[config.mk]
export PLATFORM = sky130hd
export DESIGN_NAME = instr_fetch_unit
export DESIGN_NICKNAME = d
export VERILOG_FILES = /design/src/rtl/instr_fetch_unit.sv
export SDC_FILE = /design/constraint.sdc
export NUM_CORES = 1
export LEC_CHECK = 0
export BUFFER_PORTS_ARGS = -buffer_cell sky130_fd_sc_hd__clkbuf_2
export CORE_MARGIN = 3
export CORE_UTILIZATION = 35
export DETAILED_ROUTE_END_ITERATION = 7
export PLACE_DENSITY_LB_ADDON = 0.25
export SYNTH_ARGS = -nofsm -noshare
export SYNTH_HDL_FRONTEND = slang
export SYNTH_SLANG_ARGS = --single-unit
[constraint.sdc]
create_clock -name CLK -period 1.6 [get_ports CLK]
set_input_delay 0.16 -clock CLK [delete_from_list [all_inputs] [get_ports CLK]]
set_output_delay 0.16 -clock CLK [all_outputs]
set_load 0.01 [all_outputs]
[src/rtl/instr_fetch_unit.sv]
// Instruction fetch: owns the PC, fetches over a req/ack memory port, presents one held instruction to decode.
// FETCH->HOLD one cycle after ack; HOLD->FETCH one cycle after Advance; misaligned redirect traps into sticky FAULT.
module instr_fetch_unit #(
  parameter int                 width    = 32,
  parameter logic [width-1:0]   RESET_PC = '0
) (
  input  logic             CLK,
  input  logic             RST,
  input  logic             PCSrc,
  input  logic [width-1:0] PCTarget,
  input  logic             Advance,
  output logic             IMemReq,
  output logic [width-1:0] IMemAddr,
  input  logic             IMemAck,
  input  logic [width-1:0] IMemRData,
  output logic [width-1:0] Instr,
  output logic             InstrValid,
  output logic [width-1:0] PC,
  output logic [width-1:0] PCPlus4,
  output logic             Fault,
  output logic [width-1:0] RetireCount
);

  localparam logic [width-1:0] NOP = width'(32'h0000_0013);

  typedef enum logic [1:0] {FETCH, HOLD, FAULT} state_t;

  state_t           state;
  logic [width-1:0] next_pc;

  assign PCPlus4  = PC + width'(4);
  assign next_pc  = PCSrc ? PCTarget : PCPlus4;
  assign IMemAddr = PC;
  // Gated by RST so the request drops the instant reset asserts, and rises right after release.
  assign IMemReq  = RST && (state == FETCH);

  always_ff @(posedge CLK or negedge RST) begin
    if (!RST) begin
      state       <= FETCH;
      PC          <= RESET_PC;
      Instr       <= NOP;
      InstrValid  <= 1'b0;
      Fault       <= 1'b0;
      RetireCount <= '0;
    end else begin
      case (state)
        FETCH: begin
          if (IMemAck) begin
            Instr      <= IMemRData;
            InstrValid <= 1'b1;
            state      <= HOLD;
          end
        end
        HOLD: begin
          if (Advance) begin
            RetireCount <= RetireCount + width'(1);
            InstrValid  <= 1'b0;
            if (next_pc[1:0] == 2'b00) begin
              PC    <= next_pc;
              state <= FETCH;
            end else begin
              Fault <= 1'b1;
              state <= FAULT;
            end
          end
        end
        default: begin
          InstrValid <= 1'b0;
          Fault      <= 1'b1;
          state      <= FAULT;
        end
      endcase
    end
  end

endmodule

==> metrics.txt <==
# TYPE chip_impl_metric gauge
chip_impl_info{name="timing.rr.end",value="IMemAddr[22]"} 1
chip_impl_metric{name="syn_area_per_cell",unit="µm²"} 10.2
chip_impl_metric{name="cts-htree-levels",unit=""} 3
chip_impl_metric{name="fin_cells",unit=""} 1154
chip_impl_metric{name="post-route-period-util",unit=""} 1.36
chip_impl_info{name="timing.hold.worst.class",value="in2reg"} 1
chip_impl_metric{name="final_layout_size_suffix_gt1_frac",unit=""} 0.656
chip_impl_metric{name="port-buffer-count",unit=""} 231
chip_impl_metric{name="synthesis.instances",unit=""} 562
chip_impl_metric{name="grt_pass1_wl",unit="mm"} 30.3
chip_impl_metric{name="die_w",unit="µm"} 134
chip_impl_metric{name="worstPathRequired",unit="ps"} 1440
chip_impl_info{name="cp-start-kind",value="flop"} 1
chip_impl_metric{name="worst_setup_hold_path_clk_slew",unit="ps"} 70
chip_impl_metric{name="setup_viol_count_final",unit=""} 53
chip_impl_metric{name="p_leak",unit="nW"} 4.69
chip_impl_metric{name="gr-total-overflow",unit=""} 0
chip_impl_metric{name="p_clk_frac",unit=""} 0.207
chip_impl_info{name="violations",value="setup timing"} 1
chip_impl_metric{name="finalWorstSetupSlack",unit="ps"} -583
chip_impl_metric{name="synth_unique_cells",unit=""} 63
chip_impl_metric{name="worstSkewPairLatency",unit="ps"} 350
chip_impl_metric{name="cts_buffer_depth",unit=""} 2
chip_impl_info{name="tritoncts",value="yes"} 1
chip_impl_metric{name="detail_route.first_pass.iterations",unit=""} 5
chip_impl_metric{name="report.final.hold_viol_count",unit=""} 0
chip_impl_metric{name="synth_enable_flop_cells",unit=""} 0
chip_impl_metric{name="drt_iter0_drc",unit=""} 308
chip_impl_metric{name="finalWorstPathRequiredPeriod",unit="ps"} 2180
chip_impl_info{name="timing.hold.worst.start",value="IMemRData[6]"} 1
chip_impl_info{name="synth_ff_type",value="sky130_fd_sc_hd__dfrtp_1"} 1
chip_impl_metric{name="ys_seq_elements",unit=""} 100
chip_impl_metric{name="power.sequential.fraction",unit=""} 0.327
chip_impl_metric{name="grt_max_degree",unit=""} 101
chip_impl_metric{name="die_h",unit="µm"} 134
chip_impl_info{name="worstSetupStartpoint",value="IMemAddr[17]"} 1
chip_impl_metric{name="critical_path.max_fanout",unit=""} 5
chip_impl_info{name="grt_setup_unrepaired",value="yes"} 1
chip_impl_metric{name="num_rows",unit=""} 46
chip_impl_metric{name="worst_slew_margin_rel",unit=""} 0.591
chip_impl_metric{name="cts_inserted_buffers",unit=""} 9
chip_impl_metric{name="flow.area_growth_from_synthesis",unit="%"} 69.4
chip_impl_metric{name="dp.final_hpwl",unit="mm"} 13.8
chip_impl_metric{name="timing.clock.skew",unit="ps"} 11.4
chip_impl_metric{name="tritoncts_num_sinks",unit=""} 100
chip_impl_metric{name="gpl.final_weighted_congestion",unit=""} 0.851
chip_impl_metric{name="met3_usage",unit=""} 0.0488
chip_impl_metric{name="layout.nets",unit=""} 1004
chip_impl_metric{name="net-switching-power",unit="mW"} 4.14
chip_impl_metric{name="final_antenna_net_count",unit=""} 0
chip_impl_metric{name="synth.yosys.warnings",unit=""} 0
chip_impl_metric{name="reg2reg_slack",unit="ps"} -240
chip_impl_metric{name="cp_data_arrival_time",unit="ps"} 2020
chip_impl_metric{name="combinationalPowerShare",unit=""} 0.466
chip_impl_metric{name="multi_input_area",unit="mm²"} 0.00353
chip_impl_metric{name="routed_vias",unit=""} 6038
chip_impl_metric{name="timing.final.max_slew_violations",unit=""} 0
chip_impl_metric{name="via_count_of_the_first_global_routing_pass",unit=""} 5962
chip_impl_metric{name="post_drt_via_cell_ratio",unit=""} 5.23
chip_impl_metric{name="p_int",unit="mW"} 7.31
chip_impl_info{name="final_common_cell",value="sky130_fd_sc_hd__clkbuf_2"} 1
chip_impl_metric{name="max-vdd-ir-drop",unit="mV"} 0.936
chip_impl_info{name="busiest_layer",value="met2"} 1
chip_impl_metric{name="drt-wirelength-per-cell",unit="µm"} 17.8
chip_impl_metric{name="antenna_cells",unit=""} 0
chip_impl_metric{name="place_worst_setup_slack",unit="ps"} -186
chip_impl_metric{name="drcViolationCount",unit=""} 0
chip_impl_info{name="clock_tree.root_cell",value="sky130_fd_sc_hd__clkbuf_16"} 1
chip_impl_metric{name="synth_area",unit="mm²"} 0.00573
chip_impl_metric{name="seq_area",unit="mm²"} 0.00253
chip_impl_metric{name="mappedNetlistNets",unit=""} 633
chip_impl_metric{name="totalWireLength",unit="mm"} 20.5
chip_impl_metric{name="power_per_cell_area",unit="mW/mm²"} 1180
chip_impl_metric{name="tightest_slew",unit="ps"} 614
chip_impl_metric{name="min_path_cells",unit=""} 2
chip_impl_metric{name="io-pin-count",unit=""} 232
chip_impl_info{name="timing.setup.critical_path_class",value="reg2out"} 1
chip_impl_info{name="timing.critical_path.to_type",value="primary output"} 1
chip_impl_metric{name="area_of_the_die",unit="mm²"} 0.0179
chip_impl_metric{name="sw_frac_of_total",unit=""} 0.361
chip_impl_metric{name="number_of_antenna_violations_at_the_first_check_in_global_routing",unit=""} 0
chip_impl_info{name="status",value="finished with violations"} 1
chip_impl_metric{name="place.detailed.instances",unit=""} 1069
chip_impl_metric{name="final.fill_count",unit=""} 1286
chip_impl_metric{name="cap_violations",unit=""} 0
chip_impl_metric{name="gr-usage-all-layers",unit=""} 0.209
chip_impl_metric{name="globalRouteMet2Util",unit=""} 0.359
chip_impl_info{name="layout_common_cells",value="sky130_fd_sc_hd__clkbuf_2 (207), sky130_fd_sc_hd__buf_4 (131), sky130_fd_sc_hd__dfrtp_1 (81)"} 1
chip_impl_metric{name="seq_area_frac_synth",unit=""} 0.438
chip_impl_metric{name="clock.fmax",unit="GHz"} 0.458
chip_impl_info{name="min_to",value="Instr[6]"} 1
chip_impl_metric{name="core_area",unit="mm²"} 0.0159
chip_impl_metric{name="use_met1",unit=""} 0.261
chip_impl_metric{name="r2r.worst_path.cells",unit=""} 6
chip_impl_info{name="reg2reg_from",value="IMemAddr[9]"} 1
chip_impl_metric{name="initial_utilization",unit=""} 0.359
chip_impl_metric{name="async_reset_ff_frac",unit=""} 1.00
==> cell type report <==
type | instances | share of cell area
Tap cell | 216 | 0.0279
Clock inverter | 6 | 0.00903
Sequential cell | 100 | 0.260
Multi-Input combinational cell | 379 | 0.364
Clock buffer | 10 | 0.0236
Inverter | 13 | 0.00542
Timing Repair Buffer | 430 | 0.309
==> power groups by stage <==
stage / clock, mW / combinational [mW] / sequential, mW
6_report: 2.37 / 5.33 / 3.74
5_1_grt: 2.54 / 5.71 / 3.84
4_1_cts: 2.42 / 4.73 / 3.72
3_5_place_dp: 0 / 4.31 / 3.73
3_3_place_gp: 0 / 4.24 / 3.69
2_1_floorplan: 0 / 2.06 / 4.12
==> worst max-delay path, stage by stage (launching register included) <==
cell	delay [ps]
sky130_fd_sc_hd__dfrtp_1	360
sky130_fd_sc_hd__nand4_1	250
sky130_fd_sc_hd__nor3_4	330
sky130_fd_sc_hd__buf_6	160
sky130_fd_sc_hd__buf_4	110
sky130_fd_sc_hd__buf_4	110
sky130_fd_sc_hd__nand3_4	70
sky130_fd_sc_hd__xnor2_2	130
sky130_fd_sc_hd__buf_2	140
==> how the worst max path moves through the flow <==
stage                   to  cells past startpoint
2_1_floorplan  PCPlus4[30]                      6
3_3_place_gp   PCPlus4[26]                      5
3_5_place_dp   PCPlus4[27]                      5
4_1_cts        PCPlus4[30]                      6
5_1_grt        PCPlus4[30]                      6
6_report       PCPlus4[28]                      8
==> cells by family (layout without fill, tap and decap cells) <==
kind of cell             Yosys count  count (layout)  synth area share
AO/OA/AOI/OAI                     80              80             0.104
adder cells (fa/ha/maj)            2               2           0.00437
multiplexers                      36              36            0.0699
buffers and inverters             83             459            0.0813
flip-flops                       100             100             0.438
XOR/XNOR                          57              57            0.0872
AND/OR/NAND/NOR                  204             204             0.215
==> registers in the layout, summed over array words and instances, names as in the netlist <==
name         flops
Fault            1
IMemAddr        32
Instr           32
InstrValid       1
RetireCount     32
state            2
==> Yosys cell counts, types with 3 or more instances <==
cell type | number | area [µm²]
sky130_fd_sc_hd__a21boi_0 | 10 | 75.1
sky130_fd_sc_hd__a21oi_1 | 3 | 15.0
sky130_fd_sc_hd__a22oi_1 | 5 | 37.5
sky130_fd_sc_hd__a311o_1 | 6 | 60.1
sky130_fd_sc_hd__a31o_2 | 3 | 26.3
sky130_fd_sc_hd__a41o_1 | 3 | 30.0
sky130_fd_sc_hd__and2_1 | 5 | 31.3
sky130_fd_sc_hd__and3_1 | 4 | 25.0
sky130_fd_sc_hd__and4_1 | 5 | 43.8
sky130_fd_sc_hd__buf_1 | 4 | 15.0
sky130_fd_sc_hd__buf_2 | 17 | 85.1
sky130_fd_sc_hd__buf_4 | 35 | 263
sky130_fd_sc_hd__clkbuf_1 | 13 | 48.8
sky130_fd_sc_hd__dfrtp_1 | 97 | 2430
sky130_fd_sc_hd__dfstp_2 | 3 | 78.8
sky130_fd_sc_hd__inv_1 | 13 | 48.8
sky130_fd_sc_hd__mux2_2 | 32 | 360
sky130_fd_sc_hd__mux2i_1 | 4 | 40.0
sky130_fd_sc_hd__nand2_1 | 35 | 131
sky130_fd_sc_hd__nand3_1 | 34 | 170
sky130_fd_sc_hd__nand4_1 | 35 | 219
sky130_fd_sc_hd__nor2_1 | 25 | 93.8
sky130_fd_sc_hd__nor3_1 | 11 | 55.1
sky130_fd_sc_hd__nor3_2 | 6 | 60.1
sky130_fd_sc_hd__nor3b_1 | 3 | 22.5
sky130_fd_sc_hd__nor4_1 | 8 | 50.1
sky130_fd_sc_hd__nor4_2 | 5 | 62.6
sky130_fd_sc_hd__o211ai_1 | 6 | 45.0
sky130_fd_sc_hd__o21a_1 | 3 | 22.5
sky130_fd_sc_hd__o21ai_0 | 16 | 80.1
sky130_fd_sc_hd__o2bb2ai_1 | 6 | 52.6
sky130_fd_sc_hd__o311ai_0 | 4 | 35.0
sky130_fd_sc_hd__or2_2 | 6 | 37.5
sky130_fd_sc_hd__or3_1 | 5 | 31.3
sky130_fd_sc_hd__xnor2_1 | 41 | 359
sky130_fd_sc_hd__xor2_1 | 16 | 140
==> per-layer routing <==
| metal | part of all wire | vias to the layer above | wire length [µm] |
|---|---|---|---|
| met2 | 0.51 | 272 | 10400 |
| li1 | - | 2766 | - |
| met1 | 0.41 | 2960 | 8340 |
| met5 | 0 | - | 0 |
| met4 | 0.022 | 0 | 460 |
| met3 | 0.063 | 40 | 1290 |
==> through the flow <==
stage	util	total power [mW]	setup TNS (ps)	hold WS [ps]	area, µm²
4_1_cts	0.563	10.9	-10630	24.0	8970
6_report	0.608	11.5	-13940	35.0	9700
5_1_grt	0.608	12.1	-18310	25.6	9700
3_5_place_dp	0.499	8.04	-3450	317	7960
2_1_floorplan	-	6.18	-1250	-136	5960
3_3_place_gp	0.499	7.93	-2530	305	7960
==> repair_timing <==
action | 4_1_cts | 5_1_grt
hold buffers | 1 | 0
pin swaps | 39 | 69
buffers inserted | 31 | 36
gates cloned | 0 | 5
resized for setup | 95 | 123
endpoints found under the hold margin | 97 | 0
endpoints found under the setup margin | 70 | 103
Power figures use the tool's default switching activity.
